===== src/rtl/sc_tx_line_buf_if.sv =====
// sc_tx_line_buf_if: write/print side and UART-TX side signals of the transmit line buffer.
interface sc_tx_line_buf_if #(parameter int AW = 5);
    logic          wr_valid;
    logic [7:0]    wr_data;
    logic          print;
    logic          tx_busy;
    logic          tx_data_rdy;
    logic [7:0]    tx_data;
    logic [AW:0]   count;
    logic          full;
    logic          empty;
    logic          draining;
    logic          overflow;
    modport master (
        output wr_valid, wr_data, print, tx_busy,
        input  tx_data_rdy, tx_data, count, full, empty, draining, overflow
    );
    modport slave (
        input  wr_valid, wr_data, print, tx_busy,
        output tx_data_rdy, tx_data, count, full, empty, draining, overflow
    );
endinterface


===== src/rtl/sc_tx_line_buf.sv =====
// sc_tx_line_buf: buffers cipher output bytes and drains the line to the UART TX on print.
// Define SC_TXBUF_CRLF_EN to append CR LF after every drained line.
module sc_tx_line_buf #(
    parameter int DEPTH = 32,
    parameter int AW    = 5
) (
    input logic           clk,
    input logic           rst,
    sc_tx_line_buf_if.slave bus
);
`ifdef SC_TXBUF_CRLF_EN
    typedef enum logic [1:0] {FILL, DRAIN, GAP, TERM} state_t;
`else
    typedef enum logic [1:0] {FILL, DRAIN, GAP} state_t;
`endif
    localparam logic [AW:0] FULL_CNT = (AW+1)'(DEPTH);

    state_t        state_q, state_d;
    logic [7:0]    mem [DEPTH];
    logic [AW-1:0] wr_ptr_q, wr_ptr_d, rd_ptr_q, rd_ptr_d;
    logic [AW:0]   count_q, count_d;
    logic          ovf_q, ovf_d, rdy_q, rdy_d, we;
    logic [7:0]    data_q, data_d;
    logic          full;
`ifdef SC_TXBUF_CRLF_EN
    logic [1:0]    term_q, term_d;
`endif

    assign full = count_q == FULL_CNT;

    always_comb begin
        state_d  = state_q;
        wr_ptr_d = wr_ptr_q;
        rd_ptr_d = rd_ptr_q;
        count_d  = count_q;
        data_d   = data_q;
        rdy_d    = 1'b0;
        we       = 1'b0;
        // any write outside FILL, or into a full buffer, is lost
        ovf_d    = ovf_q | (bus.wr_valid && (state_q != FILL || full));
`ifdef SC_TXBUF_CRLF_EN
        term_d   = term_q;
`endif
        case (state_q)
            FILL: begin
                if (bus.wr_valid && !full) begin
                    we       = 1'b1;
                    wr_ptr_d = wr_ptr_q + 1'b1;
                    count_d  = count_q + 1'b1;
                end
                if (bus.print && count_d != '0) state_d = DRAIN;
`ifdef SC_TXBUF_CRLF_EN
                else if (bus.print) state_d = TERM;
`endif
            end
            DRAIN: begin
                if (count_q == '0) begin
`ifdef SC_TXBUF_CRLF_EN
                    state_d = TERM;
`else
                    state_d = FILL;
`endif
                end else if (!bus.tx_busy) begin
                    data_d   = mem[rd_ptr_q];
                    rdy_d    = 1'b1;
                    rd_ptr_d = rd_ptr_q + 1'b1;
                    count_d  = count_q - 1'b1;
                    state_d  = GAP;
                end
            end
`ifdef SC_TXBUF_CRLF_EN
            GAP: begin
                state_d = term_q == 2'd2 ? FILL : term_q == 2'd1 ? TERM : DRAIN;
                term_d  = term_q == 2'd2 ? 2'd0 : term_q;
            end
            TERM: begin
                if (!bus.tx_busy) begin
                    data_d  = term_q == 2'd0 ? 8'h0D : 8'h0A;
                    rdy_d   = 1'b1;
                    term_d  = term_q + 2'd1;
                    state_d = GAP;
                end
            end
`else
            GAP: state_d = DRAIN;
`endif
            default: state_d = FILL;
        endcase
    end

    always_ff @(posedge clk) begin
        if (we) mem[wr_ptr_q] <= bus.wr_data;
    end

    always_ff @(posedge clk) begin
        if (rst) begin
            state_q  <= FILL;
            wr_ptr_q <= '0;
            rd_ptr_q <= '0;
            count_q  <= '0;
            ovf_q    <= 1'b0;
            rdy_q    <= 1'b0;
            data_q   <= 8'h00;
`ifdef SC_TXBUF_CRLF_EN
            term_q   <= 2'd0;
`endif
        end else begin
            state_q  <= state_d;
            wr_ptr_q <= wr_ptr_d;
            rd_ptr_q <= rd_ptr_d;
            count_q  <= count_d;
            ovf_q    <= ovf_d;
            rdy_q    <= rdy_d;
            data_q   <= data_d;
`ifdef SC_TXBUF_CRLF_EN
            term_q   <= term_d;
`endif
        end
    end

    assign bus.tx_data_rdy = rdy_q;
    assign bus.tx_data     = data_q;
    assign bus.count       = count_q;
    assign bus.full        = full;
    assign bus.empty       = count_q == '0;
    assign bus.draining    = state_q != FILL;
    assign bus.overflow    = ovf_q;
endmodule


===== src/flat_wrapper.sv =====
// flat-port wrapper written by rule: the top's interface ports become plain ports
module sc_tx_line_buf_flat 
#(
    parameter int DEPTH = 32,
    parameter int AW    = 5
)
  (clk, rst, bus_wr_valid, bus_wr_data, bus_print, bus_tx_busy, bus_tx_data_rdy, bus_tx_data, bus_count, bus_full, bus_empty, bus_draining, bus_overflow);
  sc_tx_line_buf_if #(.AW(AW)) bus_i ();
  input logic clk;
  input logic rst;
  input wire logic [$bits(bus_i.wr_valid)-1:0] bus_wr_valid;
  input wire logic [$bits(bus_i.wr_data)-1:0] bus_wr_data;
  input wire logic [$bits(bus_i.print)-1:0] bus_print;
  input wire logic [$bits(bus_i.tx_busy)-1:0] bus_tx_busy;
  output wire logic [$bits(bus_i.tx_data_rdy)-1:0] bus_tx_data_rdy;
  output wire logic [$bits(bus_i.tx_data)-1:0] bus_tx_data;
  output wire logic [$bits(bus_i.count)-1:0] bus_count;
  output wire logic [$bits(bus_i.full)-1:0] bus_full;
  output wire logic [$bits(bus_i.empty)-1:0] bus_empty;
  output wire logic [$bits(bus_i.draining)-1:0] bus_draining;
  output wire logic [$bits(bus_i.overflow)-1:0] bus_overflow;
  assign bus_i.wr_valid = bus_wr_valid;
  assign bus_i.wr_data = bus_wr_data;
  assign bus_i.print = bus_print;
  assign bus_i.tx_busy = bus_tx_busy;
  assign bus_tx_data_rdy = bus_i.tx_data_rdy;
  assign bus_tx_data = bus_i.tx_data;
  assign bus_count = bus_i.count;
  assign bus_full = bus_i.full;
  assign bus_empty = bus_i.empty;
  assign bus_draining = bus_i.draining;
  assign bus_overflow = bus_i.overflow;
  sc_tx_line_buf #(.DEPTH(DEPTH), .AW(AW)) u_core (.clk(clk), .rst(rst), .bus(bus_i));
endmodule

===== config.mk =====
export PLATFORM = sky130hd
export DESIGN_NAME = sc_tx_line_buf_flat
export DESIGN_NICKNAME = d
export VERILOG_FILES = /design/src/rtl/sc_tx_line_buf_if.sv /design/src/rtl/sc_tx_line_buf.sv /design/src/flat_wrapper.sv
export SDC_FILE = /design/constraint.sdc
export NUM_CORES = 1
export LEC_CHECK = 0
export BUFFER_PORTS_ARGS = -buffer_cell sky130_fd_sc_hd__buf_2
export CORE_MARGIN = 2
export CORE_UTILIZATION = 40
export CTS_CLUSTER_SIZE = 25
export DETAILED_ROUTE_END_ITERATION = 12
export GPL_TIMING_DRIVEN = 0
export SYNTH_ARGS = -nofsm -noshare
export SYNTH_HDL_FRONTEND = slang
export SYNTH_SLANG_ARGS = --single-unit
export TNS_END_PERCENT = 5

===== constraint.sdc =====
create_clock -name clk -period 2.3 [get_ports clk]
set_input_delay 0.46 -clock clk [delete_from_list [all_inputs] [get_ports clk]]
set_output_delay 0.46 -clock clk [all_outputs]
set_load 0.05 [all_outputs]

Yosys cells after proc, flatten, opt, wreduce, memory -nomap -nowiden
Memory sizes are Yosys's and may differ from the RTL's. A register that Yosys moved wholly into a read port is not among the register bits.
Index checks and enable logic that the tools add are counted.

word-level totals
  RAM bits = 256
  bits in registers = 20
  latch bits = 0
  memories = 1
  ROM bits = 0
  logic and storage cells = 51
  input port bits = 13

memory list
  memory      words  bits a word  rd ports  clocked after memory_dff  wr ports  line                  RTL
  u_core.mem  32     8            1         1                         1         sc_tx_line_buf.sv:19  logic [7:0] mem [DEPTH];

operators by class
  muxes and demuxes = 14
  $add $sub $neg = 4
  shift-type cells = 0
  multipliers = 0
  divide/modulo/power cells = 0
  magnitude comparators = 0
  eq/ne operators = 7
  bitwise gates (word level) = 4
  reductions and logical operators = 15

operator list
  cell                                                                    number
  6-bit two-way mux                                                       4
  6-bit one-hot mux with 2 select lines                                   1
  5-bit by 1-bit adder with 5-bit output (second input constant)          2
  6-bit by 1-bit adder with 6-bit output (second input constant)          1
  6-bit equality test (second input constant)                             1
  6-bit zero test                                                         1
  2-bit two-way mux                                                       3
  2-bit one-hot mux with 3 select lines                                   1
  3-bit AND reduction                                                     2
  6-bit nonzero test                                                      1
  6-bit by 1-bit subtractor with 6-bit output (second input constant)     1
  1-bit two-way mux                                                       5
  2-bit != test (second input constant)                                   2
  2-bit AND reduction                                                     2
  2-bit nonzero test                                                      2
  1-bit logical AND                                                       3
  3-bit != test (second input constant)                                   1
  1-bit NOT                                                               3
  3-bit OR reduction                                                      1
  2-bit by 1-bit equality test with 1-bit output (second input constant)  1
  2-bit equality test (second input constant)                             1
  2-bit zero test                                                         1
  2-bit by 1-bit != test with 1-bit output (second input constant)        1
  1-bit zero test                                                         1
  2 further kinds                                                         2

Longest topological paths before layout
  word-level depth = 9
  gate-level depth with buffers = 9
  mapped depth without buffers = 7

Worst setup path after synthesis
OpenSTA, ideal clock, no wires.

  kind = reg2reg
  from = register u_core.count_q[0], in the netlist u_core.bus.count[0]
  to = memory u_core.mem[0][0] (enable)
  period minus slack after synthesis = 2.598 ns
  buffers on the path = 0
  path slack = -0.298 ns
  stages on the path, launching flop included = 7
  data arrival time = 2.228 ns
  cell sequence = dfxtp_1 > inv_1 > ha_1 > nor4b_4 > a211oi_4 > nand2_1 > nor2_1

on the way
  cells in the longest elaborated chain, start to end = 7

ends and longest elaborated chain
  item                                     line                   RTL
  start: declaration                       sc_tx_line_buf.sv:21   logic [AW:0] count_q, count_d;
  start signal: assignment                 sc_tx_line_buf.sv:111  count_q <= count_d;
  6-bit equality test                      sc_tx_line_buf.sv:29   assign full = count_q == FULL_CNT;
  1-bit zero test                          sc_tx_line_buf.sv:46   if (bus.wr_valid && !full) begin
  1-bit logical AND                        sc_tx_line_buf.sv:46
  1-bit two-way mux                        sc_tx_line_buf.sv:46
  1-bit two-way mux                        sc_tx_line_buf.sv:44   case (state_q)
  1-bit two-way mux                        sc_tx_line_buf.sv:92   if (we) mem[wr_ptr_q] <= bus.wr_data;
  1-bit two-way mux (not written as such)  sc_tx_line_buf.sv:92
  end: declaration                         sc_tx_line_buf.sv:19

No other way between the ends.

Worst setup path in the final report
  from = register u_core.count_q[1], in the netlist u_core.bus.count[1]
  to = output bus_full

on the way
  cells in the longest elaborated chain, start to end = 1

ends and longest elaborated chain
  item                 line                  RTL
  6-bit equality test  sc_tx_line_buf.sv:29
  end: declaration     flat_wrapper.sv:18    output wire logic [$bits(bus_i.full)-1:0] bus_full;

No other way between the ends.

==> flow_summary.toml <==
[outcome]
status = "complete, but fails checks"
failed_checks = "negative setup slack"

[setup_path]
r2r_setup_slack_ns = 0.03
r2r-end = "u_core.bus.tx_data[2]$_SDFFE_PP0P_"
path_max_fanout = 3
path_cells = "inv_4 -> ha_4 -> or4b_4 -> nor2_4 -> buf_6"
crit_arrival_ns = 1.88
slowest_stage = "or4b_4"
slowest_delay_ns = 0.51
cp-start-kind = "flop"
critPathKind = "reg2out"
r2r-start = "u_core.rd_ptr_q[1]$_SDFFE_PP0P_"
worstSetupEndpointType = "output port"
required_ns = 1.84
r2r_cells = 7

[synth]
async_reset_ff_share_pct = 0
muxShareOfSynthArea_pct = 13.6
synth_edf_count = 256
synth_simple_gate_area_share_pct = 4.60
synth_cells = 626
synth_fa_ha_area_share_pct = 0.773
ys_warn_count = 0
yosysSeqAreaShare_pct = 72.8
yosysTopAreaCell = "edfxtp_1"
synth_top_family_by_area = "multiplexers"
synth_xor_area_share_pct = 0.850
yosys_register_bits = 284
synth_area_um2 = 11300
netlist-cell-type-count = 51
syn_area_per_cell_um2 = 18.1
synth_ff_type = "edfxtp_1"
synth.top_cell.area_share_pct = 67.8
syn-num-nets = 646
synth_compound_area_share_pct = 5.38
synth_area_leaders = "edfxtp_1 (68%), mux4_2 (9.5%), dfxtp_1 (4.9%)"

[floorplanning]
io_pins = 32
initial_core_util_pct = 40.7
die_w_um = 172
core_area_um2 = 27900
num_rows = 61
die_y_um = 172
die_area_um2 = 29700

[power_and_ir_drop]
p_sw_w = 0.00361
swShare_pct = 27.4
p_int_w = 0.00958
vdd_drop_max_mv = 0.482
clockPowerShare_pct = 35.4
p_leak_nw = 4.16
pwr-share-seq_pct = 45.0
pwr-share-comb_pct = 19.6
p_per_area_nw_per_um2 = 985

[clocking]
clk_path_buf_depth = 3
clock_tree.root_cell = "clkbuf_16"
numClockSinks = 284
cts_tree = "done"
htreeDepth = 1
clk_latency_ns = 0.54
cts_hold_buf = 0
cts.clk_slew.worst_paths_ns = 0.06
cts_made_buffers = 30

[hold_path]
min_from = "bus_tx_busy"
min_path_type = "in2reg"
hold_end = "u_core.rd_ptr_q[1]$_SDFFE_PP0P_"
hold_path_depth = 4

[global_route]
grtUsageTotal_pct = 17.5
overflow = 0
grt_max_degree = 33
grt_pass1_vias = 6144
antenna_found_initial = 0
grt_pass1_wl_um = 37800

[timing]
skew_ns = 0.0105
max_freq_mhz = 428
holdWs_ns = 0.296
slew_headroom_pct = 49.0
grt_setup_unrepaired = "true"
min_period_ns = 2.34
tightest_slew_ns = 0.762
finalSetupViolCount = 2
min_period_over_period_pct = 102
setup_tns_ns = -0.0678
hold_violations = 0
slew_viol_final = 0
worst_slack_ns = -0.0355

[placement]
routabilityCongestion = 0.891
hpwl_um = 16200
numPortBuffers = 31

[final_layout]
syn2layout_area_growth_pct = 18.2
drive_above_1_share_pct = 30.5
diodes = 0
fin_nets = 715

[routing]
routed_via_density = 5.52
initialDrtViolationCount = 541
vias = 6041
wl_per_cell_um = 23.3
drtPass1Iterations = 5
drtAntennaViolNets = 0
routed_wl_um = 25500
drc = 0

[job]
cap_violations = 0
[kinds of logic after synthesis]
| family | after synthesis |
|---|---|
| AO/OA/AOI/OAI | 82 |
| XOR/XNOR | 11 |
| adder cells (fa/ha/maj) | 7 |
| buffers and inverters | 45 |
| flip-flops | 284 |
| multiplexers | 94 |
| AND/OR/NAND/NOR | 103 |
[timing repair]
| action | 4_1_cts | 5_1_grt |
|---|---|---|
| gates resized for setup | 97 | 22 |
| endpoints found under the hold margin | 0 | 0 |
| endpoints found under the setup margin | 266 | 75 |
| pin swaps | 4 | 8 |
| setup buffers | 5 | 2 |
[power groups by stage]
| stage | Combinational, W | Sequential [W] | Clock (W) |
|---|---|---|---|
| 6_report | 0.00258 | 0.00594 | 0.00467 |
| 5_1_grt | 0.00273 | 0.00595 | 0.00497 |
| 4_1_cts | 0.00245 | 0.00593 | 0.00474 |
| 3_5_place_dp | 0.00218 | 0.00604 | 0 |
| 3_3_place_gp | 0.00212 | 0.00602 | 0 |
| 2_1_floorplan | 0.00140 | 0.00622 | 0 |
[layer usage]
layer / track usage [%] / wire (µm)
met1: 23.6 / 11100
met2: 28.8 / 12300
met3: 3.46 / 1340
met4: 5.63 / 733
met5: 0 / 0
[cell type report]
cell class / instances / area [µm²]
inverters: 9 / 38.8
well taps: 378 / 473
multi-input cells: 297 / 3200
fillers: 2291 / 14500
plain buffers: 35 / 243
repair buffers: 38 / 224
clock inverters: 21 / 175
clock buffers: 33 / 783
flip-flops and latches: 284 / 8260
[synth_stat cells, types with 2 or more instances]
cell	n
a211oi_1	6
and4_1	2
edfxtp_1	256
or3_1	3
o21ai_0	7
xnor2_1	5
nand4_1	5
a22o_1	7
nor2_1	56
buf_6	3
a221oi_1	3
dfxtp_1	28
nand2_1	8
a22oi_1	15
nand3b_1	5
a31oi_1	4
clkbuf_1	14
nand3_1	6
nand2b_1	2
inv_1	9
mux2i_1	46
a21o_1	2
or3b_2	3
nor2b_1	4
nor3_1	2
a21oi_1	14
mux4_2	48
xor2_1	6
buf_4	6
o221ai_1	7
buf_2	13
o22ai_1	6
ha_1	7
[metrics by stage]
stage	util, %	area [µm²]	worst slack, ns	total power, W	cells
floorplan	-	11300	-0.0924	0.00763	626
global placement	43.0	12000	-0.635	0.00814	1035
detailed placement	43.0	12000	-0.718	0.00822	1035
CTS	47.8	13300	-0.0804	0.0131	1093
global route	48.1	13400	-0.0806	0.0136	1095
finish	48.1	13400	-0.0355	0.0132	1095
[sequential cells by signal, indices dropped and copies added (netlist names)]
signal,count
u_core.wr_ptr_q,5
u_core.bus.tx_data,8
u_core.bus.count,6
u_core.bus.overflow,1
u_core.bus.tx_data_rdy,1
u_core.rd_ptr_q,5
u_core.state_q,2
u_core.mem,256
[worst max-delay path, delay by kind of cell, from the launching register on]
family | cells | cell delay [ns]
and+or+nand+nor | 2 | 0.63
DFF | 1 | 0.35
buffers and inverters | 2 | 0.22
adders and majority gates | 1 | 0.13
[worst max-delay path by stage]
stage | end | from | slack, ns
finish | bus_full | u_core.bus.count[1]$_SDFFE_PP0P_ | -0.04
floorplan | u_core.mem[0][0]$_DFFE_PP_ | u_core.bus.count[3]$_SDFFE_PP0P_ | -0.09
global route | bus_full | u_core.bus.count[0]$_SDFFE_PP0P_ | -0.08
CTS | bus_full | u_core.bus.count[1]$_SDFFE_PP0P_ | -0.08
detailed placement | u_core.mem[18][3]$_DFFE_PP_ | u_core.bus.count[0]$_SDFFE_PP0P_ | -0.72
global placement | u_core.mem[22][3]$_DFFE_PP_ | u_core.bus.count[0]$_SDFFE_PP0P_ | -0.64
[cells in the final DEF (no fill, tap or decap), drive strengths merged, types with 10 or more instances in the layout]
cell,netlist,layout
edfxtp,256,256
nor2,57,57
buf,22,55
clkbuf,14,51
mux4,48,48
mux2i,46,46
dfxtp,28,28
clkinv,0,16
a21oi,15,15
a22oi,15,15
inv,9,10
Note: power is estimated with default switching activity, not from simulation.
